==> src/rtl/wb_stage_pipelined_pkg.sv <==
// -----------------------------------------------------------------------------
// wb_stage_pipelined_pkg
// Shared definitions for the write-back stage:
//   - load size codes driven on load_size_in
//   - write-back FSM state encodings
//   - default datapath width
//   - helper that derives the byte-offset width from the datapath width
// -----------------------------------------------------------------------------
package wb_stage_pipelined_pkg;

  localparam int WB_DEFAULT_WORD_LEN = 32;

  localparam logic [1:0] LOAD_SIZE_BYTE = 2'b00;
  localparam logic [1:0] LOAD_SIZE_HALF = 2'b01;
  localparam logic [1:0] LOAD_SIZE_WORD = 2'b10;
  localparam logic [1:0] LOAD_SIZE_FULL = 2'b11;

  typedef enum logic [0:0] {
    WB_STATE_READY    = 1'b0,
    WB_STATE_WAIT_MEM = 1'b1
  } wb_state_e;

  // Number of address bits that select a byte lane within one data word.
  function automatic int wb_offset_width(input int word_len);
    return $clog2(word_len / 8);
  endfunction

endpackage

==> src/rtl/wb_load_align.sv <==
// -----------------------------------------------------------------------------
// wb_load_align
// Purely combinational load aligner: picks the addressed byte/half/word lane
// out of a raw memory word and sign- or zero-extends it to WORD_LEN.
// Ports:
//   data      in  WORD_LEN  raw data-memory read word
//   offset    in  OFF_W     byte offset within the word (low address bits)
//   size      in  2         LOAD_SIZE_* code
//   is_signed in  1         1 = sign-extend, 0 = zero-extend
//   value     out WORD_LEN  aligned and extended load result
// -----------------------------------------------------------------------------
module wb_load_align
  import wb_stage_pipelined_pkg::*;
#(
  parameter int WORD_LEN = WB_DEFAULT_WORD_LEN,
  parameter int OFF_W    = wb_offset_width(WORD_LEN)
) (
  input  logic [WORD_LEN-1:0] data,
  input  logic [OFF_W-1:0]    offset,
  input  logic [1:0]          size,
  input  logic                is_signed,
  output logic [WORD_LEN-1:0] value
);

  logic [OFF_W-1:0]    lane_off_s;
  logic [OFF_W-1:0]    half_off_s;
  logic [OFF_W-1:0]    word_off_s;
  logic [OFF_W+2:0]    shamt_s;
  logic [WORD_LEN-1:0] shifted_s;

  // Misaligned halves/words round down to their natural boundary; on a
  // 32-bit build the word offset collapses to zero.
  assign half_off_s = (offset >> 1'b1) << 1'b1;
  assign word_off_s = (offset >> 2'd2) << 2'd2;

  // Choose the byte offset of the lane to extract.
  always_comb begin
    case (size)
      LOAD_SIZE_BYTE: lane_off_s = offset;
      LOAD_SIZE_HALF: lane_off_s = half_off_s;
      LOAD_SIZE_WORD: lane_off_s = word_off_s;
      LOAD_SIZE_FULL: lane_off_s = {OFF_W{1'b0}};
      default:        lane_off_s = {OFF_W{1'b0}};
    endcase
  end

  assign shamt_s   = {lane_off_s, 3'b000};
  assign shifted_s = data >> shamt_s;

  // Extend the selected lane to the full datapath width.
  always_comb begin
    case (size)
      LOAD_SIZE_BYTE: value = is_signed ? WORD_LEN'($signed(shifted_s[7:0]))
                                        : WORD_LEN'(shifted_s[7:0]);
      LOAD_SIZE_HALF: value = is_signed ? WORD_LEN'($signed(shifted_s[15:0]))
                                        : WORD_LEN'(shifted_s[15:0]);
      LOAD_SIZE_WORD: value = is_signed ? WORD_LEN'($signed(shifted_s[31:0]))
                                        : WORD_LEN'(shifted_s[31:0]);
      LOAD_SIZE_FULL: value = data;
      default:        value = data;
    endcase
  end

endmodule

==> src/rtl/wb_stage_pipelined.sv <==
// -----------------------------------------------------------------------------
// wb_stage_pipelined
// Registered write-back stage. Captures the retiring instruction from MEM,
// waits for multi-cycle loads (stalling upstream), aligns/extends load data and
// drives the register-file write port (which doubles as the forwarding source).
// Optional feature macro: WB_RETIRE_COUNT_EN enables the retired-instruction
// counter; when undefined retired_count is tied to zero.
// Ports:
//   clk, rst                     clock (rising edge), async active-high reset
//   freeze, flush                pipeline hold / discard pending entry
//   in_valid, pc_in, wb_en_in,
//   dest_in, mem_read_in,
//   load_size_in, load_signed_in,
//   alu_res_in                   incoming instruction from MEM
//   mem_rdata, mem_rdata_valid   data-memory read return
//   stall                        combinational hold to upstream stages
//   wb_en, wb_dest, wb_value     register-file write port
//   pc_out                       PC of instruction being written back
//   retired_count                retired-instruction count
// -----------------------------------------------------------------------------
module wb_stage_pipelined
  import wb_stage_pipelined_pkg::*;
#(
  parameter int WORD_LEN     = WB_DEFAULT_WORD_LEN,
  parameter int ADDRESS_LEN  = 32,
  parameter int REG_ADDR_LEN = 4,
  parameter int COUNT_LEN    = 32
) (
  input  logic                    clk,
  input  logic                    rst,
  input  logic                    freeze,
  input  logic                    flush,
  input  logic                    in_valid,
  input  logic [ADDRESS_LEN-1:0]  pc_in,
  input  logic                    wb_en_in,
  input  logic [REG_ADDR_LEN-1:0] dest_in,
  input  logic                    mem_read_in,
  input  logic [1:0]              load_size_in,
  input  logic                    load_signed_in,
  input  logic [WORD_LEN-1:0]     alu_res_in,
  input  logic [WORD_LEN-1:0]     mem_rdata,
  input  logic                    mem_rdata_valid,
  output logic                    stall,
  output logic                    wb_en,
  output logic [REG_ADDR_LEN-1:0] wb_dest,
  output logic [WORD_LEN-1:0]     wb_value,
  output logic [ADDRESS_LEN-1:0]  pc_out,
  output logic [COUNT_LEN-1:0]    retired_count
);

  localparam int OFF_W = wb_offset_width(WORD_LEN);

  wb_state_e               state_q, state_d;
  logic [REG_ADDR_LEN-1:0] hold_dest_q, hold_dest_d;
  logic [ADDRESS_LEN-1:0]  hold_pc_q, hold_pc_d;
  logic [1:0]              hold_size_q, hold_size_d;
  logic                    hold_signed_q, hold_signed_d;
  logic [OFF_W-1:0]        hold_off_q, hold_off_d;

  logic                    wb_en_q, wb_en_d;
  logic [REG_ADDR_LEN-1:0] wb_dest_q, wb_dest_d;
  logic [WORD_LEN-1:0]     wb_value_q, wb_value_d;
  logic [ADDRESS_LEN-1:0]  pc_out_q, pc_out_d;

  logic [OFF_W-1:0]        align_off_s;
  logic [1:0]              align_size_s;
  logic                    align_signed_s;
  logic [WORD_LEN-1:0]     aligned_s;

  // The single aligner sees the live load attributes in READY (zero-wait load)
  // and the held ones while a load is outstanding.
  always_comb begin
    if (state_q == WB_STATE_WAIT_MEM) begin
      align_off_s    = hold_off_q;
      align_size_s   = hold_size_q;
      align_signed_s = hold_signed_q;
    end else begin
      align_off_s    = alu_res_in[OFF_W-1:0];
      align_size_s   = load_size_in;
      align_signed_s = load_signed_in;
    end
  end

  wb_load_align #(
    .WORD_LEN (WORD_LEN),
    .OFF_W    (OFF_W)
  ) u_load_align (
    .data      (mem_rdata),
    .offset    (align_off_s),
    .size      (align_size_s),
    .is_signed (align_signed_s),
    .value     (aligned_s)
  );

  // Flush suppresses the stall for a load that is being discarded in READY.
  assign stall = (state_q == WB_STATE_WAIT_MEM) |
                 ((state_q == WB_STATE_READY) & in_valid & mem_read_in &
                  ~mem_rdata_valid & ~flush);

  // Next-state, held-field and output-register computation.
  always_comb begin
    state_d       = state_q;
    hold_dest_d   = hold_dest_q;
    hold_pc_d     = hold_pc_q;
    hold_size_d   = hold_size_q;
    hold_signed_d = hold_signed_q;
    hold_off_d    = hold_off_q;
    wb_en_d       = 1'b0;
    wb_dest_d     = wb_dest_q;
    wb_value_d    = wb_value_q;
    pc_out_d      = pc_out_q;
    case (state_q)
      WB_STATE_READY: begin
        if (flush) begin
          state_d = WB_STATE_READY;
        end else if (in_valid && !freeze) begin
          if (!mem_read_in) begin
            wb_en_d    = wb_en_in;
            wb_dest_d  = dest_in;
            wb_value_d = alu_res_in;
            pc_out_d   = pc_in;
          end else if (mem_rdata_valid) begin
            wb_en_d    = 1'b1;
            wb_dest_d  = dest_in;
            wb_value_d = aligned_s;
            pc_out_d   = pc_in;
          end else begin
            hold_dest_d   = dest_in;
            hold_pc_d     = pc_in;
            hold_size_d   = load_size_in;
            hold_signed_d = load_signed_in;
            hold_off_d    = alu_res_in[OFF_W-1:0];
            state_d       = WB_STATE_WAIT_MEM;
          end
        end else begin
          state_d = WB_STATE_READY;
        end
      end
      WB_STATE_WAIT_MEM: begin
        // freeze is deliberately ignored here; flush abandons the load.
        if (flush) begin
          state_d = WB_STATE_READY;
        end else if (mem_rdata_valid) begin
          wb_en_d    = 1'b1;
          wb_dest_d  = hold_dest_q;
          wb_value_d = aligned_s;
          pc_out_d   = hold_pc_q;
          state_d    = WB_STATE_READY;
        end else begin
          state_d = WB_STATE_WAIT_MEM;
        end
      end
      default: begin
        state_d = WB_STATE_READY;
      end
    endcase
  end

  // State, held fields and registered write-port outputs.
  always_ff @(posedge clk or posedge rst) begin
    if (rst) begin
      state_q       <= WB_STATE_READY;
      hold_dest_q   <= {REG_ADDR_LEN{1'b0}};
      hold_pc_q     <= {ADDRESS_LEN{1'b0}};
      hold_size_q   <= 2'b00;
      hold_signed_q <= 1'b0;
      hold_off_q    <= {OFF_W{1'b0}};
      wb_en_q       <= 1'b0;
      wb_dest_q     <= {REG_ADDR_LEN{1'b0}};
      wb_value_q    <= {WORD_LEN{1'b0}};
      pc_out_q      <= {ADDRESS_LEN{1'b0}};
    end else begin
      state_q       <= state_d;
      hold_dest_q   <= hold_dest_d;
      hold_pc_q     <= hold_pc_d;
      hold_size_q   <= hold_size_d;
      hold_signed_q <= hold_signed_d;
      hold_off_q    <= hold_off_d;
      wb_en_q       <= wb_en_d;
      wb_dest_q     <= wb_dest_d;
      wb_value_q    <= wb_value_d;
      pc_out_q      <= pc_out_d;
    end
  end

  assign wb_en    = wb_en_q;
  assign wb_dest  = wb_dest_q;
  assign wb_value = wb_value_q;
  assign pc_out   = pc_out_q;

`ifdef WB_RETIRE_COUNT_EN
  logic [COUNT_LEN-1:0] count_q, count_d;

  // Count every cycle in which the write strobe is high; wraps naturally.
  always_comb begin
    if (wb_en_q) begin
      count_d = count_q + COUNT_LEN'(1'b1);
    end else begin
      count_d = count_q;
    end
  end

  // Retired-instruction counter register.
  always_ff @(posedge clk or posedge rst) begin
    if (rst) begin
      count_q <= {COUNT_LEN{1'b0}};
    end else begin
      count_q <= count_d;
    end
  end

  assign retired_count = count_q;
`else
  assign retired_count = {COUNT_LEN{1'b0}};
`endif

endmodule

==> config.mk <==
export PLATFORM = sky130hd
export DESIGN_NAME = wb_stage_pipelined
export DESIGN_NICKNAME = d
export VERILOG_FILES = /design/src/rtl/wb_stage_pipelined_pkg.sv /design/src/rtl/wb_load_align.sv /design/src/rtl/wb_stage_pipelined.sv
export SDC_FILE = /design/constraint.sdc
export NUM_CORES = 1
export LEC_CHECK = 0
export CAP_MARGIN = 0
export CELL_PAD_IN_SITES_DETAIL_PLACEMENT = 0
export CELL_PAD_IN_SITES_GLOBAL_PLACEMENT = 2
export CORE_MARGIN = 8
export CORE_UTILIZATION = 35
export DETAILED_ROUTE_END_ITERATION = 10
export DONT_BUFFER_PORTS = 1
export GPL_ROUTABILITY_DRIVEN = 0
export MAX_ROUTING_LAYER = met4
export PLACE_DENSITY_LB_ADDON = 0.1
export SETUP_SLACK_MARGIN = 0.02
export SYNTH_ARGS = -nofsm -noshare
export SYNTH_HDL_FRONTEND = slang
export SYNTH_SLANG_ARGS = --single-unit
==> constraint.sdc <==
create_clock -name clk -period 3.94 [get_ports clk]
set_input_delay 0.788 -clock clk [delete_from_list [all_inputs] [get_ports clk]]
set_output_delay 0.788 -clock clk [all_outputs]
set_load 0.1 [all_outputs]
==> flow_summary.ini <==
[grt]
grt_use_met1 = 0.185
antenna_found_initial = 0
grt_start_max_net_pins = 59
track_usage = 0.161
overflow = 0
grtUsageMet3 = 0.0688
use_met2 = 0.247
grt.busiest_layer = met2
grt_pass1_wl_mm = 24.2
grt_pass1_vias = 3941

[yosys]
yosysMostFrequentCell = dfrtp_1
netlist_area_mm2 = 0.00564
synthArstFlopShare = 1.00
synthCells = 512
synth_edf_count = 0
synth.ff_latch_count = 111
synth_cell_types = 50
synth_top_cell_area_share = 0.492
synth.largest_area_cell = dfrtp_1
yosys-top-cells-count = dfrtp_1 (111), mux2_2 (57), o21ai_0 (53)
synth_warnings = 0
yosysSeqAreaShare = 0.492
synth-main-ff-cell = dfrtp_1
avgSynthCellArea_um2 = 11.0
ys_top_cells_by_area = dfrtp_1 (49%), mux2_2 (11%), mux2i_1 (7.8%), o21ai_0 (4.7%), buf_4 (4.4%)

[floorplan]
start_util = 0.357
core-area_mm2 = 0.0158
fp.dieH_um = 143
dieArea_mm2 = 0.0204
rows = 46
die_w_um = 143
ios = 213

[sta]
worst_pin_slew_ns = 1.08
post-route-period-util = 0.647
slew_viol_final = 0
fin_tns_setup_ns = 0
max_freq_ghz = 0.392
final.setup_skew_ns = 0.00706
rsz0062_at_grt = no
finalHoldViolations = 0
fin_crit_ns = 2.55
slew_headroom = 0.274
setup_viol = 0

[cts]
cts_resized = 0
cts_tree = done
post_cts_buffers = 0
htreeDepth = 3
clk-insertion-delay-late_ns = 0.35
holdBufCountCts = 0
cts_num_sinks = 111
clkSlewWorstSetupHoldPaths_ns = 0.08
clock_path_buffers = 2
cts_root_buf = clkbuf_16
numCtsBuffers = 9

[setup_path]
end_kind = register
path_class = register to register
critPathArrivalTime_ns = 2.74
cp_max_fo = 29
cp_data_required_time_ns = 4.13
start_kind = register

[route]
drc_errors = 0
drt_pass1_iterations = 4
viasPerCell = 5.33
wire_per_inst_um = 22.3
drt-initial-drc-count = 201
vias = 3835
ant_nets = 0
totalWireLength_mm = 16.0

[outcome]
outcome = completed

[finish]
drive_gt1_frac = 0.204
final_nets = 610
diodes = 0
fill_cells = 1589
final_cell_area_mm2 = 0.00608
area_growth_pct = 7.74
stdcell_count = 720

[power_and_ir_drop]
power_leakage_nw = 2.50
total_power_mw = 4.22
ir_drop_mv = 0.299
power_density_mw_per_mm2 = 695

[placed_design]
port_buffers = 0
post_dp_cell_area_mm2 = 0.00575
numPlacedInstances = 704
dpl.hpwl_mm = 12.0

[hold_path]
hold_class = input port to asynchronous set/reset pin

[job]
max-cap-violations = 0
-- cells in the final DEF (no fill, tap or decap), types with 10 or more instances in the layout --
master	count
a21oi_1	24
nor2_1	10
mux2i_1	44
mux2_2	57
nand2_1	40
dfrtp_1	110
conb_1	32
o21ai_0	53
o22ai_1	24
a31oi_1	15
-- metrics by stage --
step,utilization,hold slack (ns),setup slack (ns)
5_1_grt,0.384,0.475,1.21
6_report,0.384,0.440,1.39
2_1_floorplan,-,0.479,0.221
4_1_cts,0.384,0.467,1.36
3_3_place_gp,0.363,0.486,1.39
3_5_place_dp,0.363,0.493,1.34
-- worst paths after layout --
| path | endpoint | cells past startpoint | start | slack (ns) |
|---|---|---|---|---|
| min | pc_out[9] | 1 | rst | 0.44 |
| max reg2reg | wb_value[16] | 5 | state_q | 1.39 |
| max in group asynchronous | wb_value[25] | 2 | rst | 2.68 |
| max | wb_value[16] | 5 | state_q | 1.39 |
| min reg2reg | hold_pc_q[24] | 1 | hold_pc_q[24] | 0.51 |
| min in group clk | state_q | 1 | flush | 0.49 |
-- cells by family (layout without fill, tap and decap cells) --
logic type             after synthesis  count (layout)  synth area share
AO/OA/AOI/OAI                      152             152             0.166
flip-flops                         111             111             0.492
multiplexers                       101             101             0.192
AND/OR/NAND/NOR                     78              78            0.0738
buffers and inverters               69              30            0.0752
other                                1              32          0.000665
-- routing by layer --
metal  wire length (µm)  share of wire  vias to the layer above
met5                  0              0                        -
met4                288          0.018                        0
met3               1980           0.12                       17
met2               7630           0.48                      141
met1               6150           0.38                     1884
li1                   -              -                     1793
-- where the power goes --
group | switching, mW | internal, mW | leakage [nW]
Sequential | 1.30 | 1.36 | 1.35
Combinational | 0.336 | 0.220 | 0.997
Clock | 0.445 | 0.566 | 0.154
Total | 2.08 | 2.14 | 2.50
-- state kept, by name, indices dropped and copies added (netlist names) --
signal         flops
hold_pc_q         32
pc_out            32
wb_value          32
hold_dest_q        4
wb_dest            4
hold_off_q         2
hold_size_q        2
hold_signed_q      1
state_q            1
wb_en              1
-- layout make-up --
| type | count | area, µm² | share of cell area |
|---|---|---|---|
| flip-flops and latches | 111 | 2780 | 0.457 |
| multi-input cells | 363 | 2590 | 0.426 |
| well taps | 216 | 270 | 0.0445 |
| clock buffers | 9 | 225 | 0.0370 |
| clock inverters | 7 | 104 | 0.0171 |
| repair buffers | 9 | 92.6 | 0.0152 |
| inverters | 5 | 21.3 | 0.00350 |
-- critical path: stages, from the launching register on --
cell	delay, ns
dfrtp_2	0.76
mux2_2	0.40
o21ai_1	0.27
a211oi_4	0.14
nor3_4	0.64
a31oi_2	0.16
No activity file was read; power rests on OpenSTA's default activity.
